$ cat src/rtl/demux_1to8_deser.sv
// rtl/demux_1to8_deser.sv - serial-to-parallel 1:8 frame deserializer with sync resync and idle timeout
module demux_1to8_deser #(
    parameter int TIMEOUT = 15
) (
    input  logic clk,
    input  logic rst_n,
    input  logic in_valid,
    input  logic in_bit,
    input  logic in_sync,
    output logic a,
    output logic b,
    output logic c,
    output logic d,
    output logic e,
    output logic f,
    output logic g,
    output logic h,
    output logic sel0,
    output logic sel1,
    output logic sel2,
    output logic out_valid,
    output logic frame_err
);

    typedef enum logic {IDLE, FILL} state_t;

    localparam logic [7:0] TO_CYCLES = 8'(TIMEOUT);

    state_t     state, state_nxt;
    logic [2:0] slot, slot_nxt;
    logic [6:0] shadow, shadow_nxt;
    logic [7:0] frame, frame_nxt;
    logic [7:0] idle_cnt, idle_cnt_nxt;
    logic       ov_nxt, fe_nxt;

    always_ff @(posedge clk or negedge rst_n) begin
        if (!rst_n) begin
            state     <= IDLE;
            slot      <= '0;
            shadow    <= '0;
            frame     <= '0;
            idle_cnt  <= '0;
            out_valid <= 1'b0;
            frame_err <= 1'b0;
        end else begin
            state     <= state_nxt;
            slot      <= slot_nxt;
            shadow    <= shadow_nxt;
            frame     <= frame_nxt;
            idle_cnt  <= idle_cnt_nxt;
            out_valid <= ov_nxt;
            frame_err <= fe_nxt;
        end
    end

    always_comb begin
        state_nxt    = state;
        slot_nxt     = slot;
        shadow_nxt   = shadow;
        frame_nxt    = frame;
        idle_cnt_nxt = idle_cnt;
        ov_nxt       = 1'b0;
        fe_nxt       = 1'b0;
        if (in_valid) begin
            idle_cnt_nxt = '0;
            if (state == FILL && in_sync) begin
                // resync: the current bit becomes slot 0 of a fresh frame
                fe_nxt     = 1'b1;
                shadow_nxt = {6'b0, in_bit};
                slot_nxt   = 3'd1;
                state_nxt  = FILL;
            end else if (slot == 3'd7) begin
                frame_nxt  = {in_bit, shadow};
                ov_nxt     = 1'b1;
                shadow_nxt = '0;
                slot_nxt   = '0;
                state_nxt  = IDLE;
            end else begin
                for (int i = 0; i < 7; i++) begin
                    if (slot == 3'(i)) shadow_nxt[i] = in_bit;
                end
                slot_nxt  = slot + 3'd1;
                state_nxt = FILL;
            end
        end else if (state == FILL) begin
            if (idle_cnt + 8'd1 == TO_CYCLES) begin
                fe_nxt       = 1'b1;
                shadow_nxt   = '0;
                slot_nxt     = '0;
                idle_cnt_nxt = '0;
                state_nxt    = IDLE;
            end else begin
                idle_cnt_nxt = idle_cnt + 8'd1;
            end
        end
    end

    assign {h, g, f, e, d, c, b, a} = frame;
    assign {sel2, sel1, sel0}       = slot;

endmodule

$ cat config.mk
export PLATFORM = sky130hd
export DESIGN_NAME = demux_1to8_deser
export DESIGN_NICKNAME = d
export VERILOG_FILES = /design/src/rtl/demux_1to8_deser.sv
export SDC_FILE = /design/constraint.sdc
export NUM_CORES = 1
export LEC_CHECK = 0
export BUFFER_PORTS_ARGS = -buffer_cell sky130_fd_sc_hd__buf_2
export CORE_MARGIN = 3
export CORE_UTILIZATION = 55
export CTS_CLUSTER_SIZE = 10
export DETAILED_ROUTE_END_ITERATION = 10
export PLACE_DENSITY = 0.76
export REMOVE_ABC_BUFFERS = 1
export SYNTH_ARGS = -nofsm -noshare
export SYNTH_HDL_FRONTEND = slang
export SYNTH_SLANG_ARGS = --single-unit
export TNS_END_PERCENT = 10
$ cat constraint.sdc
create_clock -name clk -period 3.5 [get_ports clk]
set_input_delay 0.7 -clock clk [delete_from_list [all_inputs] [get_ports clk]]
set_output_delay 0.7 -clock clk [all_outputs]
set_load 0.03 [all_outputs]
==> impl_metrics.yaml <==
routing:
  ant_nets: 0
  vias: 1186
  wl_mm: 3.10
  first_pass_iters: 4
  post_drt_wl_per_cell_um: 15.2
  drtIter0Drc: 50
  viasPerCell: 5.81
  drcViolationCount: 0
placement:
  port_buffers: 17
  dpl.hpwl_mm: 2.17
  gp_congestion: 0.798
  preCtsSetupSlack_ns: 1.09
floorplan:
  die_area_sq_mm: 0.00361
  ios: 18
  core_sq_mm: 0.00264
  die_h_um: 60.0
  row_count: 18
  start_util_pct: 61.0
  die_x_um: 60.0
critical_path:
  timing.reg2reg.setup_slack_ns: 1.28
  r2r-end: "shadow[2]$_DFFE_PN0P_"
  crit_chain: "ha_1 > and3_1 > nor3_1 > o221ai_2 > nor2_2 > o21ai_0"
  crit_buf_inv: 0
  slowest_stage: "nor2_2"
  worstPathRequired_ns: 3.69
  reg2reg_from: "idle_cnt[0]$_DFFE_PN0P_"
  critPathMaxStageDelay_ns: 0.57
  path_delay_family: "simple AND/OR/NAND/NOR gates"
  r2r_cells: 6
  startpoint_type: "register"
  worst-endpoint-arrival_ns: 2.41
  end_kind: "register"
  path_max_fanout: 11
  path_class: "register to register"
layout:
  drive_gt1_share_pct: 23.6
  syn2layout_area_growth_pct: 11.1
  fill_cells: 221
  fin_nets: 186
  multi_input_area_sq_um: 810
  layout.area.seq_sq_um: 726
  final_util_pct: 67.7
  diodes: 0
sta:
  fin_ws_ns: 1.28
  fin_crit_ns: 2.22
  hold_violations: 0
  finalSetupViolCount: 0
  slew_viol_final: 0
  fin_hold_ws_ns: 0.373
  worstMarginPinSlew_ns: 0.675
  maxClockFrequency_mhz: 450
  finalCritPeriodShare_pct: 63.5
  relSlewSlack_pct: 55.0
  clock_skew_ns: 0.00852
  rsz0062_at_grt: "false"
  tns_ns: 0
clock_tree:
  cts_resized: 0
  cts_sinks: 29
  cts_setup_buffers: 0
  path_clk_slew_ns: 0.10
  cts_tree: "done"
  cts_root_buffer: "clkbuf_4"
  cts_made_buffers: 5
  hold_buffers: 0
  worstSkewPairLatency_ns: 0.33
  clock_path_buffers: 2
  cts-htree-levels: 2
logic_synthesis:
  syn_area_sq_mm: 0.00161
  synth_ff_type: "dfrtp_1"
  ys_seq_area_share_pct: 45.2
  synth.avg_cell_area_sq_um: 10.4
  ys_types: 39
  synth_top_area_share_pct: 45.2
  async_reset_ff_share_pct: 100
  syn_inst: 155
  yosys.area.top_type: "dfrtp_1"
  synth_seq_cells: 29
  synth_edf_count: 0
  ys_warn_count: 0
  synth_area_leaders: "dfrtp_1 45%, ha_1 6.2%, o32ai_2 4.0%"
power:
  p_seq_share_pct: 43.0
  pwr-share-comb_pct: 28.8
  intPower_w: 0.000675
  p_switching_w: 0.000361
  leakage_nw: 0.852
  irDropWorstVdd_mv: 0.594
  p_clk_share_pct: 28.1
  power_density_mw_per_mm2: 581
  p_sw_share_pct: 34.9
status:
  status: "finished clean"
global_routing:
  grt_overflow: 0
  grt_pass1_vias: 1184
  grt_pass1_wl_mm: 5.35
  track_usage_pct: 20.6
  antenna_found_initial: 0
  grt_max_degree: 30
worst_hold_path:
  hold_path.class: "input port to async pin"
run:
  cap_violations: 0
[layout make-up]
type / instances / area share, %
sequential: 29 / 40.7
inverter: 11 / 2.31
tap: 30 / 2.10
clock buffer: 7 / 3.09
clock inverter: 1 / 1.68
timing repair buffer: 17 / 4.77
multi-input combinational: 109 / 45.4
[power by group through the flow]
stage | combinational (W) | clock, W | sequential (W)
final | 0.000299 | 0.000291 | 0.000446
after global placement | 0.000291 | 0 | 0.000450
after CTS | 0.000301 | 0.000297 | 0.000447
after detailed placement | 0.000300 | 0 | 0.000454
after floorplan | 0.000131 | 0 | 0.000527
after global routing | 0.000331 | 0.000311 | 0.000456
[cells by family (layout without fill, tap and decap cells)]
kind of cell | count (synthesis) | count (layout) | share of synthesized area (%)
simple gates | 50 | 50 | 17.4
compound gates | 36 | 36 | 17.6
flops | 29 | 29 | 45.2
buf+inv | 17 | 36 | 4.44
mux | 9 | 9 | 5.92
fa+ha+maj | 8 | 8 | 6.23
xor+xnor | 6 | 6 | 3.27
[Yosys cell counts (3+ instances only)]
cell,instances
clkbuf_1,5
and3_1,4
ha_1,8
mux2i_1,5
mux2_2,4
a21oi_1,3
a21boi_0,4
nand2_1,14
xor2_1,3
nor2_1,8
o31ai_1,3
o32ai_2,4
nand3_1,3
nor3_1,3
inv_1,11
dfrtp_1,29
o21ai_0,12
and2_1,3
xnor2_1,3
[through the flow]
step | cells | area (sq um) | power (W)
2_1_floorplan | 149 | 1580 | 0.000658
3_3_place_gp | 196 | 1700 | 0.000741
3_5_place_dp | 196 | 1700 | 0.000754
4_1_cts | 204 | 1780 | 0.00105
5_1_grt | 204 | 1780 | 0.00110
6_report | 204 | 1780 | 0.00104
[worst reg2reg max path, stage by stage, from the launching register on]
cell      delay, ns
dfrtp_1        0.43
ha_1           0.27
and3_1         0.24
nor3_1         0.21
o221ai_2       0.18
nor2_2         0.57
o21ai_0        0.19
[flip-flops by register name, indices dropped and copies added (netlist names)]
signal	count
state	1
out_valid	1
frame_err	1
idle_cnt	8
slot	3
shadow	7
frame	8
[worst max path at each step]
stage / startpoint / endpoint / slack (ns) / depth (start not counted)
floorplan: idle_cnt[0]$_DFFE_PN0P_ / shadow[1]$_DFFE_PN0P_ / 1.65 / 6
global placement: in_valid / shadow[0]$_DFFE_PN0P_ / 1.17 / 6
detailed placement: in_valid / shadow[0]$_DFFE_PN0P_ / 1.09 / 6
CTS: idle_cnt[0]$_DFFE_PN0P_ / shadow[2]$_DFFE_PN0P_ / 1.26 / 6
global route: idle_cnt[0]$_DFFE_PN0P_ / shadow[1]$_DFFE_PN0P_ / 1.10 / 6
finish: idle_cnt[0]$_DFFE_PN0P_ / shadow[2]$_DFFE_PN0P_ / 1.28 / 6
[metal layers]
| layer | vias to the layer above | global-route usage, % | routed length, um | share of wire [%] |
|---|---|---|---|---|
| met4 | 0 | 7.28 | 38 | 1.2 |
| met3 | 6 | 7.99 | 176 | 5.7 |
| li1 | 578 | - | - | - |
| met5 | - | 0 | 0 | 0 |
| met2 | 31 | 31.6 | 1500 | 48 |
| met1 | 571 | 26.2 | 1380 | 45 |
[placed cells by master (no fill, tap or decap), drive strengths merged, types with 2 or more instances in the layout]
master  count
nor2        9
xnor2       3
inv        11
buf        17
ha          8
mux2        4
nand3       3
and2        3
nor2b       2
a31o        2
a21bo       2
xor2        3
o32ai       4
o21ai      12
nor4        2
a21boi      4
o31ai       3
a21o        2
dfrtp      29
clkbuf      7
nor3        3
nand3b      2
a21oi       3
and4        2
and3        4
mux2i       5
nand2      14
nand2b      2
Note: power is estimated with default switching activity, not from simulation.
